**src/rtl/led_rate_divider.sv**
```systemverilog
// led_rate_divider: programmable step-clock generator with pause, single-step and glitch-free divisor reload
module led_rate_divider #(
  parameter int CNT_WIDTH   = 32,
  parameter int DEFAULT_DIV = 25_000_000
) (
  input  logic                 clk,
  input  logic                 reset,
  input  logic [CNT_WIDTH-1:0] div_value,
  input  logic                 div_load,
  input  logic                 pause,
  input  logic                 step,
  output logic                 tick_out,
  output logic                 slow_clk,
  output logic [CNT_WIDTH-1:0] div_active,
  output logic                 paused
);
  typedef enum logic {RUN, PAUSED} state_t;
  state_t state;
  logic [CNT_WIDTH-1:0] cnt, pend_div, san;
  logic pend_valid, do_count, fire;
  // the edge that releases pause already counts, so counting depends only on the pause level
  always_comb begin
    san = div_value == '0 ? CNT_WIDTH'(1) : div_value;
    do_count = !pause;
    fire = (do_count && cnt == div_active - CNT_WIDTH'(1)) || (state == PAUSED && pause && step);
  end
  always_ff @(posedge clk) begin
    if (reset) begin
      cnt <= '0;
      div_active <= CNT_WIDTH'(DEFAULT_DIV);
      pend_div <= '0;
      pend_valid <= 1'b0;
      state <= RUN;
      tick_out <= 1'b0;
      slow_clk <= 1'b0;
      paused <= 1'b0;
    end else begin
      state <= pause ? PAUSED : RUN;
      paused <= pause;
      tick_out <= fire;
      slow_clk <= slow_clk ^ fire;
      cnt <= fire ? '0 : do_count ? cnt + CNT_WIDTH'(1) : cnt;
      if (fire) begin
        div_active <= div_load ? san : pend_valid ? pend_div : div_active;
        pend_valid <= 1'b0;
      end else if (div_load) begin
        pend_div <= san;
        pend_valid <= 1'b1;
      end
    end
  end
endmodule

```
**config.mk**
```make
export PLATFORM = sky130hd
export DESIGN_NAME = led_rate_divider
export DESIGN_NICKNAME = d
export VERILOG_FILES = /design/src/rtl/led_rate_divider.sv
export SDC_FILE = /design/constraint.sdc
export NUM_CORES = 1
export LEC_CHECK = 0
export ABC_AREA = 1
export CORE_MARGIN = 1.5
export CORE_UTILIZATION = 55
export DETAILED_ROUTE_END_ITERATION = 16
export DONT_BUFFER_PORTS = 1
export MAX_ROUTING_LAYER = met4
export PLACE_DENSITY = 0.75
export REMOVE_ABC_BUFFERS = 1
export SETUP_SLACK_MARGIN = 0.3
export SYNTH_ARGS = -nofsm -noshare
export SYNTH_HDL_FRONTEND = slang
export SYNTH_SLANG_ARGS = --single-unit
```
**constraint.sdc**
```tcl
create_clock -name clk -period 2.5 [get_ports clk]
set_clock_uncertainty 0.1 [all_clocks]
set_input_delay 0.5 -clock clk [delete_from_list [all_inputs] [get_ports clk]]
set_output_delay 0.5 -clock clk [all_outputs]
set_load 0.01 [all_outputs]
```
Word level (Yosys, flattened, before mapping)
Index checks and enable logic that the tools add are counted.
{ "word_totals": {"ff_bits": 101, "word_cells": 27, "in_bits": 37} }
{ "op_classes": {"n_addsub": 2, "muxes": 4, "bitwise_logic": 2, "eq_ne": 1, "n_reduce_logical": 10} }
{ "ops": {"columns": ["operator", "count"], "rows": [
  ["2-to-1 mux 32 bit", 3],
  ["adder 32 x 1 -> 32 bit, second input constant", 1],
  ["equality test 32 bit", 1],
  ["zero test 32 bit", 1],
  ["subtractor 32 x 1 -> 32 bit, second input constant", 1],
  ["AND reduction 2 bit", 2],
  ["logical AND 1 bit", 3],
  ["nonzero test 2 bit", 1],
  ["OR reduction 2 bit", 1],
  ["zero test 1 bit", 1],
  ["logical OR 1 bit", 1],
  ["2-to-1 mux 1 bit", 1],
  ["inverter 1 bit", 1],
  ["bitwise XOR 1 bit", 1]
]} }

Depth between registers and ports, before layout
Gate-level depths: netlist (run 1).
{ "depth": {"depth_word": 6, "mapped_depth": 22, "mapped_depth_nobuf": 21} }

Least setup slack after synthesis (run 1)
OpenSTA, ideal clock, no wires.
{ "synth_path": {"kind": "input-to-reg", "startpoint": "input port pause", "endpoint": "register cnt[31]", "setup_slack_ns": 0.179, "path_stages": 13, "t_arrival_ns": 2.103, "n_path_buf": 1, "setup_time_ns": 0.117, "cell_sequence": "buf_2 -> inv_2 -> nand4_1 -> nor2_1 -> nand2_1 -> nor2_2 -> nand4_1 -> nor3_2 -> nand2_1 -> nor2_1 -> nand2_1 -> xor2_1 -> nor2_1"} }
{ "synth_via": {"elab_chain_len": 4, "elab_cells_between_ends": 6, "classes_between": "reduce/logical (6)"} }
{ "synth_rtl": {"columns": ["item", "line_no", "source"], "rows": [
  ["start: declaration", "10", "input logic pause,"],
  ["zero test 1 bit or logical AND 1 bit (tied branches)", "24, 25", null],
  ["logical AND 1 bit", "25", "fire = (do_count && cnt == div_active - CNT_WIDTH'(1)) || (state == PAUSED && pause && step);"],
  ["logical OR 1 bit", "25", null],
  ["OR reduction 2 bit (no line)", null, null],
  ["end signal: assignment", "42", "cnt <= fire ? '0 : do_count ? cnt + CNT_WIDTH'(1) : cnt;"],
  ["end: declaration", "19", "logic [CNT_WIDTH-1:0] cnt, pend_div, san;"]
]} }
Several ways; a longest one is shown, not always the timed one.
A chain may end at the register's enable or synchronous reset.

Worst setup path in the final report (run 1)
{ "layout_path": {"startpoint": "register div_active[1]", "endpoint": "register div_active[28]"} }
{ "layout_via": {"elab_chain_len": 5} }
{ "layout_rtl": {"columns": ["item", "line_no", "source"], "rows": [
  ["start: declaration", "14", "output logic [CNT_WIDTH-1:0] div_active,"],
  ["start signal: assignment", "30", "div_active <= CNT_WIDTH'(DEFAULT_DIV);"],
  ["start signal: assignment", "44", "div_active <= div_load ? san : pend_valid ? pend_div : div_active;"],
  ["subtractor 32 x 1 -> 32 bit", "25", null],
  ["equality test 32 bit", "25", null],
  ["logical AND 1 bit", "25", null],
  ["logical OR 1 bit", "25", null],
  ["AND reduction 2 bit (no line)", null, null]
]} }
Every way passes these cells.

==> results of run 1 <==
-- Yosys cell counts, drive strengths merged (2+ instances only) --
library cell | count | share of area
a21oi | 35 | 0.029
buf | 16 | 0.014
clkbuf | 24 | 0.015
dfxtp | 100 | 0.34
ha | 2 | 0.0042
inv | 96 | 0.061
nand2 | 290 | 0.19
nand3 | 59 | 0.050
nand3b | 3 | 0.0038
nand4 | 42 | 0.044
nor2 | 166 | 0.12
nor3 | 14 | 0.013
nor4 | 4 | 0.0042
o21ai | 34 | 0.029
xnor2 | 27 | 0.040
xor2 | 29 | 0.043
-- metal layers --
layer  share of wire  vias up  GRT usage
met5               0        -          -
met4           0.023        0    0.09905
met3           0.061       31    0.06626
met2            0.48      168     0.4734
met1            0.44     2688     0.3824
li1                -     3083          -
-- cell families after synthesis --
kind of cell,Yosys count,synth area share
simple gates,579,0.4237
buf+inv,137,0.09020
flops,100,0.3364
compound gates,71,0.06140
xor+xnor,56,0.08242
fa+ha+maj,2,0.004205
mux,1,0.001682
-- cell type report --
cell class | count | area share
clock inverter | 5 | 0.008842
tap | 136 | 0.02358
sequential | 100 | 0.2788
clock buffer | 11 | 0.02098
multi-input combinational | 710 | 0.5087
timing repair buffer | 78 | 0.1087
inverter | 97 | 0.05045
-- report_power, final --
| part | leakage [nW] | switching, mW | internal (mW) |
|---|---|---|---|
| clock | 0.107 | 0.620 | 0.529 |
| sequential | 0.818 | 0.0425 | 1.64 |
| combinational | 2.24 | 0.246 | 0.179 |
| total | 3.17 | 0.908 | 2.35 |
-- timing repair --
item / CTS / global route
buffers inserted: 5 / 0
gates cloned: 6 / 4
setup endpoints to repair: 99 / 99
endpoints found under the hold margin: 0 / 0
pin swaps: 5 / 5
resized for setup: 63 / 31
-- how the worst max path moves through the flow --
stage	endpoint	from	depth (start not counted)	slack, ps
2_1_floorplan	cnt[29]	div_active[0]	16	-490
3_3_place_gp	div_active[1]	div_active[1]	18	-8
3_5_place_dp	div_active[31]	div_active[1]	17	-40
4_1_cts	pend_div[8]	div_active[1]	17	90
5_1_grt	div_active[28]	div_active[11]	17	-220
6_report	div_active[28]	div_active[1]	18	-60
-- layout by cell type, fill, tap and decap left out, drive strengths merged --
cell type  netlist  layout
a21boi           1       1
a21oi           35      35
a41oi            1       1
buf             16      75
bufinv           0       1
clkbuf          24      14
clkinv           1       1
clkinvlp         0       1
dfxtp          100     100
ha               2       2
inv             96      99
mux2i            1       1
nand2          290     291
nand3           59      59
nand3b           3       3
nand4           42      42
nor2           166     166
nor3            14      14
nor3b            1       1
nor4             4       4
o21ai           34      34
xnor2           27      27
xor2            29      29
-- sequential cells by signal, summed over array words and instances, names as in the netlist --
register	flops
tick_out	1
pend_div	32
paused	1
div_active	32
slow_clk	1
cnt	32
pend_valid	1
==> summary.txt, run 1 <==
Detailed routing
  – Drt pass-1 iters: 5
  – Routed Antenna Nets: 0
  – Initial DRC Count: ~340
  – Vias: roughly 6000
  – Wire length per cell: 14.55 µm
  – Number of remaining DRC errors: 0
  – Detailed-route wire length: 16.55 mm
  – Drt via density: 5.251

Cells and area
  – Final instance area: 0.007217 mm²
  – Seq. cell area: 0.002012 mm²
  – Diode count: 0
  – Multi-input gate area: 0.003671 mm²
  – Area grow syn2layout: 21.28%
  – Finished Layout Cells: ~1100
  – Fill cells: slightly below 900
  – Final #Nets: slightly above 1000
  – Utilization after layout: 0.6929
  – Share of cells above drive strength 1: 0.1828

CTS
  – Maximum buffer depth of the clock tree: 2
  – Reg clk slew, reported paths: 110 ps
  – Clk_lat worst skew: between 300 and 400 ps
  – CTS tree: built
  – Root Driver: clkbuf_8
  – Post-CTS Hold Fix Bufs: 0
  – Clk sinks: 100
  – Total CTS buffers: 9
  – H-Tree Depth: 3

Setup path
  – Kind of critical path: reg -> reg
  – Critical Path RT: 2740 ps
  – Crit-path cells: buf_6 > nor2_4 > nand2_4 > nor2_4 > nand2_4 > nor2_4 > xor2_1 > nand2_1 > nor2_1 > nand2_1 > nor2_1 > nand2_2 > nand2_4 > nand2_8 > clkbuf_16 > nand2_2 > nand2_1 > nor2_1
  – CP top delay family: simple AND/OR/NAND/NOR gates
  – CP Launch Type: flip-flop
  – Flop2flop setup slack: -60 ps
  – R2r endpoint: div_active[28]
  – WP data arrival: 2800 ps
  – Buf+Inv Stages, Crit Path: 2
  – Critical-path top delay cell: dfxtp_2
  – R2R cell count: 18
  – Critical path endpoint category: flip-flop
  – Launching point of the worst reg2reg path: div_active[1]
  – Maximum fanout along the worst path: 6
  – Largest stage delay, worst path: 340 ps

Outcome
  – Outcome: finished with violations
  – Failing checks: setup timing

STA
  – Accumulated negative setup slack: -107.4 ps
  – Rel. slew slack: 0.5701
  – RSZ-0062 raised after global routing: yes
  – Hold slack: 61.64 ps
  – Fin. Hold Viols: 0
  – Final period util: 1.024
  – Worst-Margin Slew: 643.2 ps
  – Minimum clock period: 2560 ps
  – Final slew viol count: 0
  – Final setup vio count: 3
  – Final WS setup: -60.32 ps
  – Peak Freq: 0.3906 GHz

Yosys
  – Ys async rst share: 0
  – Post-synth EDFFs: 0
  – Post-Synthesis Cells: 946
  – Synthesized area: ~0.006 mm²
  – Top FF cell, synth: dfxtp_1
  – Register area share after synthesis: 0.3364
  – Syn avg cell area: ~6.3 µm²
  – Yosys reg bits: 100
  – Library cells used by synthesis: 33
  – Warnings from Yosys: 0

Pwr
  – Leak: 3.167 nW
  – PD cells: between 400 and 500 mW/mm²
  – Post-route total power: 3.259 mW
  – VDD IR max: 0.5619 mV

Die
  – Core area: 0.01042 mm²
  – Die W: between 100 and 150 µm
  – Die Ht: 107.0 µm
  – Die area: roughly 0.011 mm²
  – Io pins: 72
  – Initial core utilization: 0.5713
  – Number of core rows: 37

Min path
  – Hold-critical path depth: 1
  – HP Class: in -> reg
  – HP Start: reset
  – Worst Hold End: pend_div[29]

Placed design
  – Pre-CTS WS: -43.00 ps
  – Dpl cell area: 0.006466 mm²
  – PortBufs: 0
  – GPL Wtd Cong: 0.9447
  – Placed wire-length estimate: 11.19 mm
  – Post-Place Cells: 1106

GRT
  – Initial antenna violation count: 0
  – Vias in the first global route: around 5500
  – Total track usage: 0.3001
  – Global-route wire length before repair: 26.34 mm
  – Largest net degree at the start of global routing: 57
  – GRT overflow: 0

Run
  – MaxCap Viol Count: 0
No activity file was read; power rests on OpenSTA's default activity.
==> run 2: changes to the inputs <==
- GPL_TIMING_DRIVEN: unset -> 0
- SETUP_SLACK_MARGIN: 0.3 -> 0.05
==> summary.txt, run 2 (synthesized netlist as in run 1, its figures left out) <==
Outcome
  – Outcome: finished with violations (unchanged)
  – Failing checks: setup timing (unchanged)

CTS
  – Total CTS buffers: 9 (unchanged)
  – H-Tree Depth: 3 (unchanged)
  – Clk_lat worst skew: 410 ps (was 390 ps)
  – Maximum buffer depth of the clock tree: 2 (unchanged)
  – Root Driver: clkbuf_8 (unchanged)
  – Post-CTS Hold Fix Bufs: 0 (unchanged)
  – CTS tree: built (unchanged)
  – Reg clk slew, reported paths: 110 ps (about the same)
  – Clk sinks: 100 (unchanged)

Cells and area
  – Final #Nets: 1003 (was 1035)
  – Final instance area: 0.007223 mm² (was 0.007217 mm²)
  – Seq. cell area: 0.002071 mm² (was 0.002012 mm²)
  – Fill cells: 859 (was 895)
  – Multi-input gate area: 0.003981 mm² (was 0.003671 mm²)
  – Finished Layout Cells: 1105 (was 1137)
  – Diode count: 0 (unchanged)
  – Leading cell type in the layout, fill and taps excluded: nand2_1 (unchanged)
  – Largest registers: cnt (32), div_active (32), pend_div (32) (unchanged)
  – Commonest non-fill, non-tap cells in the layout: 247 x nand2_1, 115 x nor2_1, 90 x inv_1 (was 263 x nand2_1, 134 x nor2_1, 92 x dfxtp_1)
  – Utilization after layout: 0.6935 (was 0.6929)
  – Share of cells above drive strength 1: 0.2157 (was 0.1828)
  – Area grow syn2layout: 21.38% (was 21.28%)

GRT
  – Met2 usage: 0.4753 (was 0.4734)
  – Routing usage on met1: 0.3648 (was 0.3824)
  – Total track usage: 0.3012 (was 0.3001)
  – Most used routing layer: met2 (unchanged)
  – Vias in the first global route: 5339 (was 5482)
  – Global-route wire length before repair: 26.19 mm (was 26.34 mm)
  – Initial antenna violation count: 0 (unchanged)
  – Largest net degree at the start of global routing: 58 (was 57)
  – GRT overflow: 0 (unchanged)
  – Met3 usage: 0.07660 (was 0.06626)

Placed design
  – Placed wire-length estimate: 10.39 mm (was 11.19 mm)
  – Dpl cell area: 0.005963 mm² (was 0.006466 mm²)
  – Pre-CTS WS: -1204 ps (was -43.00 ps)
  – Post-Place Cells: 1043 (was 1106)
  – GPL Wtd Cong: 0.9275 (was 0.9447)
  – PortBufs: 0 (unchanged)

Setup path
  – Launching point of the worst reg2reg path: div_active[1] (unchanged)
  – Maximum fanout along the worst path: 7 (was 6)
  – Critical path endpoint category: flip-flop (unchanged)
  – Critical Path RT: 2730 ps (was 2740 ps)
  – Largest stage delay, worst path: 410 ps (was 340 ps)
  – Crit-path cells: inv_4 > ha_4 > nor2_1 > nor2_1 > nand3_1 > a21oi_1 > nand2_1 > nor2_2 > nand2_1 > nor2_2 > nand2_1 > nor2_4 > nand2_4 > nand2_4 > buf_12 > nand2_8 > nand2_2 > nand2_1 > nor2_1 (was buf_6 > nor2_4 > nand2_4 > nor2_4 > nand2_4 > nor2_4 > xor2_1 > nand2_1 > nor2_1 > nand2_1 > nor2_1 > nand2_2 > nand2_4 > nand2_8 > clkbuf_16 > nand2_2 > nand2_1 > nor2_1)
  – Buf+Inv Stages, Crit Path: 2 (unchanged)
  – Launch point of the worst path: div_active[1] (unchanged)
  – Critical-path top delay cell: dfxtp_4 (was dfxtp_2)
  – Kind of critical path: reg -> reg (unchanged)
  – WP data arrival: 2860 ps (was 2800 ps)
  – CP top delay family: simple AND/OR/NAND/NOR gates (unchanged)
  – CP most frequent cell: nand2_1
  – CP Launch Type: flip-flop (unchanged)

Pwr
  – Clk pwr share: 0.325 (was 0.352)
  – Post-route total power: 3.137 mW (was 3.259 mW)
  – Leak: 3.014 nW (was 3.167 nW)
  – Seq pwr share: 0.541 (was 0.517)
  – PD cells: 434.3 mW/mm² (was 451.6 mW/mm²)
  – Switching part of the total: 0.3032 (was 0.2787)
  – Gate power share: 0.134 (was 0.130)
  – VDD IR max: 0.4442 mV (was 0.5619 mV)
  – Internal power: 2.186 mW (was 2.351 mW)
  – Psw: 951.3 µW (was 908.4 µW)

STA
  – Worst-Margin Slew: 814.4 ps (was 643.2 ps)
  – Accumulated negative setup slack: -5117 ps (was -107.4 ps)
  – Minimum clock period: 2630 ps (was 2560 ps)
  – Fin. Hold Viols: 0 (unchanged)
  – Final period util: 1.052 (was 1.024)
  – Peak Freq: 0.3802 GHz (was 0.3906 GHz)
  – Final WS setup: -130.4 ps (was -60.32 ps)
  – Final slew viol count: 0 (unchanged)
  – RSZ-0062 raised after global routing: yes (unchanged)
  – Rel. slew slack: 0.4564 (was 0.5701)
  – Hold slack: 56.00 ps (was 61.64 ps)
  – Final setup vio count: 90 (was 3)

Min path
  – HP Class: in -> reg (unchanged)
  – HP Start: reset (unchanged)

Die
  – Io pins: 72 (unchanged)
  – Core area: 0.01042 mm² (unchanged)
  – Die W: 107.0 µm (unchanged)
  – Die area: 0.01145 mm² (unchanged)
  – Initial core utilization: 0.5713 (unchanged)
  – Number of core rows: 37 (unchanged)
  – Die Ht: 107.0 µm (unchanged)

Detailed routing
  – Drt pass-1 iters: 5 (unchanged)
  – Number of remaining DRC errors: 0 (unchanged)
  – Wire length per cell: 15.93 µm (was 14.55 µm)
  – Drt via density: 5.478 (was 5.251)
  – Initial DRC Count: 374 (was 337)
  – Routed Antenna Nets: 0 (unchanged)
  – Detailed-route wire length: 17.60 mm (was 16.55 mm)
  – Vias: 6053 (was 5970)

Run
  – MaxCap Viol Count: 0 (unchanged)
==> run 2: changes by cell type in the layout (fill, tap and decap cells not counted), sizes merged <==
cell,change
buf,-39
nand2,+6
clkinv,+3
clkbuf,-2
bufinv,-1
inv,-1
nand3,+1
nor2,+1
==> run 2: layout make-up <==
type	count	share of cell area
clock buffer	10	0.01767
clock inverter	6	0.007795
inverter	97	0.05179
multi-input combinational	718	0.5512
sequential	100	0.2867
tap	136	0.02356
timing repair buffer	38	0.06132
==> run 2: repair_timing <==
item	CTS	global route
buffers inserted	21	11
endpoints found under the setup margin	99	99
gates resized for setup	95	94
cloned	7	6
pin swaps	28	34
==> run 2: per-layer routing <==
metal / up-vias / share of wire
met2: 224 / 0.49
met5: - / 0
met4: 0 / 0.036
met1: 2741 / 0.41
met3: 61 / 0.066
li1: 3027 / -
==> run 2: power groups by stage <==
stage	logic, mW	registers (mW)	clock network [mW]
after CTS	0.353	1.70	1.03
after detailed placement	0.287	1.73	0
final	0.419	1.70	1.02
after global placement	0.280	1.73	0
after floorplan	0.231	1.72	0
after global routing	0.460	1.70	1.08
==> run 2: path summary, 6_finish.rpt <==
path / end / slack [ps] / cells past startpoint
min: pend_div[29] / 60 / 1
min reg2reg: pend_div[30] / 360 / 2
max reg2reg: div_active[0] / -130 / 19
max: div_active[0] / -130 / 19
==> run 3: changes to the inputs <==
- CORE_UTILIZATION: 55 -> 40
- PLACE_DENSITY: 0.75 -> 0.59
- SKIP_CTS_REPAIR_TIMING: unset -> 1
==> summary.txt, run 3 (synthesized netlist as in run 1, its figures left out) <==
Min path
  – HP Class: in -> reg (unchanged)
  – Hold-critical path depth: 1 (unchanged)

Detailed routing
  – Drt pass-1 iters: 4 (was 5)
  – Wire length per cell: 16.44 µm (was 15.93 µm)
  – Drt via density: 5.122 (was 5.478)
  – Vias: 5849 (was 6053)
  – Detailed-route wire length: 18.78 mm (was 17.60 mm)
  – Routed Antenna Nets: 0 (unchanged)
  – Number of remaining DRC errors: 0 (unchanged)
  – Initial DRC Count: 387 (was 374)

STA
  – Hold slack: 95.66 ps (was 56.00 ps)
  – Final slew viol count: 0 (unchanged)
  – Minimum clock period: 2707 ps (was 2630 ps)
  – Final setup vio count: 97 (was 90)
  – Peak Freq: 0.3694 GHz (was 0.3802 GHz)
  – Fin. Hold Viols: 0 (unchanged)
  – RSZ-0062 raised after global routing: yes (unchanged)
  – Worst-Margin Slew: 814.7 ps (was 814.4 ps)
  – Final WS setup: -207.1 ps (was -130.4 ps)
  – Final period util: 1.083 (was 1.052)
  – Rel. slew slack: 0.4549 (was 0.4564)

Cells and area
  – Commonest non-fill, non-tap cells in the layout: 254 x nand2_1, 117 x nor2_1, 89 x inv_1 (was 247 x nand2_1, 115 x nor2_1, 90 x inv_1)
  – Final #Nets: 995 (was 1003)
  – Utilization after layout: 0.4934 (was 0.6935)
  – Finished Layout Cells: 1142 (was 1105)
  – Share of cells above drive strength 1: 0.1921 (was 0.2157)
  – Largest registers: cnt (32), div_active (32), pend_div (32) (unchanged)
  – Fill cells: 1525 (was 859)
  – Diode count: 0 (unchanged)
  – Leading cell type in the layout, fill and taps excluded: nand2_1 (unchanged)
  – Area grow syn2layout: 20.50% (was 21.38%)

Placed design
  – PortBufs: 0 (unchanged)
  – GPL Wtd Cong: 0.8751 (was 0.9275)
  – Post-Place Cells: 1090 (was 1043)
  – Placed wire-length estimate: 11.43 mm (was 10.39 mm)

Die
  – Die Ht: 125.0 µm (was 107.0 µm)
  – Io pins: 72 (unchanged)
  – Die area: 0.01562 mm² (was 0.01145 mm²)
  – Number of core rows: 44 (was 37)
  – Core area: 0.01453 mm² (was 0.01042 mm²)
  – Die W: 125.0 µm (was 107.0 µm)
  – Initial core utilization: 0.4094 (was 0.5713)

CTS
  – Total CTS buffers: 9 (unchanged)
  – Clk_lat worst skew: 360 ps (was 410 ps)
  – Clk sinks: 100 (unchanged)
  – Reg clk slew, reported paths: 70 ps (was 110 ps)
  – H-Tree Depth: 3 (unchanged)
  – Maximum buffer depth of the clock tree: 2 (unchanged)
  – Root Driver: clkbuf_16 (was clkbuf_8)
  – CTS tree: built (unchanged)

Outcome
  – Failing checks: setup timing (unchanged)
  – Outcome: finished with violations (unchanged)

Setup path
  – Critical-path top delay cell: dfxtp_4 (unchanged)
  – Number of stages on the worst setup path: 18 (was 19)
  – Critical path endpoint category: flip-flop (unchanged)
  – Critical Path RT: 2610 ps (was 2730 ps)
  – CP most frequent cell: nand2_8 (was nand2_1)
  – CP top delay family: simple AND/OR/NAND/NOR gates (unchanged)
  – Buf+Inv Stages, Crit Path: 2 (unchanged)
  – CP Launch Type: flip-flop (unchanged)
  – Kind of critical path: reg -> reg (unchanged)
  – WP data arrival: 2820 ps (was 2860 ps)
  – Maximum fanout along the worst path: 6 (was 7)
  – R2R cell count: 18 (was 19)
  – Largest stage delay, worst path: 370 ps (was 410 ps)
  – Crit-path cells: inv_6 > ha_4 > nand2_8 > nor2_4 > nand2_2 > nor2_4 > nand2_2 > nand3_1 > nand2_1 > nor2_1 > nand2_1 > nor2_4 > nand2_8 > nand2_8 > buf_12 > nand2_8 > nand2_1 > nand3_1 (was inv_4 > ha_4 > nor2_1 > nor2_1 > nand3_1 > a21oi_1 > nand2_1 > nor2_2 > nand2_1 > nor2_2 > nand2_1 > nor2_4 > nand2_4 > nand2_4 > buf_12 > nand2_8 > nand2_2 > nand2_1 > nor2_1)

Pwr
  – Leak: 2.949 nW (was 3.014 nW)
  – VDD IR max: 0.3124 mV (was 0.4442 mV)
  – PD cells: 470.3 mW/mm² (was 434.3 mW/mm²)

GRT
  – Total track usage: 0.2165 (was 0.3012)
  – Initial antenna violation count: 0 (unchanged)
  – Global-route wire length before repair: 26.45 mm (was 26.19 mm)
  – Vias in the first global route: 5186 (was 5339)
  – GRT overflow: 0 (unchanged)
  – Largest net degree at the start of global routing: 58 (unchanged)

Run
  – MaxCap Viol Count: 0 (unchanged)
-- run 3: metal layers --
metal / routed length [µm] / track usage / vias up
met5: 0 / - / -
met4: 607 / 0.1009 / 0
met3: 879 / 0.03723 / 32
met2: 8795 / 0.3320 / 115
met1: 8494 / 0.2784 / 2665
li1: - / - / 3037
-- run 3: power breakdown --
group	internal [mW]	switching (mW)	total [mW]
combinational	0.132	0.245	0.376
sequential	1.64	0.0644	1.70
clock	0.660	0.631	1.29
total	2.43	0.940	3.37
-- run 3: final timing paths --
path / start / to / slack, ps
setup / recovery: div_active[0] / div_active[18] / -210
hold reg to reg: pend_div[29] / pend_div[29] / 350
setup reg to reg: div_active[0] / div_active[18] / -210
hold / removal: reset / pend_div[22] / 100
-- run 3: cell type report --
cell class | count | area, µm² | area share
multi-input cells | 726 | 4043 | 0.5638
flip-flops and latches | 100 | 2049 | 0.2858
inverters | 97 | 371.6 | 0.05182
well taps | 184 | 230.2 | 0.03211
clock buffers | 9 | 225.2 | 0.03141
repair buffers | 22 | 222.7 | 0.03106
clock inverters | 4 | 28.78 | 0.004013
-- run 3: worst register-to-register path: stages (launching register included) --
cell     delay (ps)
dfxtp_4         370
inv_6            90
ha_4            180
nand2_8          90
nor2_4          200
nand2_2         100
nor2_4          160
nand2_2          70
nand3_1          70
nand2_1          60
nor2_1           90
nand2_1          90
nor2_4          220
nand2_8         120
nand2_8         150
buf_12          150
nand2_8          80
nand2_1         130
nand3_1          70
-- run 3: metrics by stage --
stage / cell area (µm²) / power, mW / TNS (ps) / setup WS (ps)
3_5_place_dp: 6018 / 2.025 / -101460 / -1215
5_1_grt: 7171 / 3.504 / -22770 / -318.0
3_3_place_gp: 6008 / 2.020 / -118570 / -1682
6_report: 7171 / 3.372 / -10770 / -207.1
2_1_floorplan: 5778 / 1.951 / -26030 / -489.6
4_1_cts: 6272 / 3.313 / -101750 / -1218
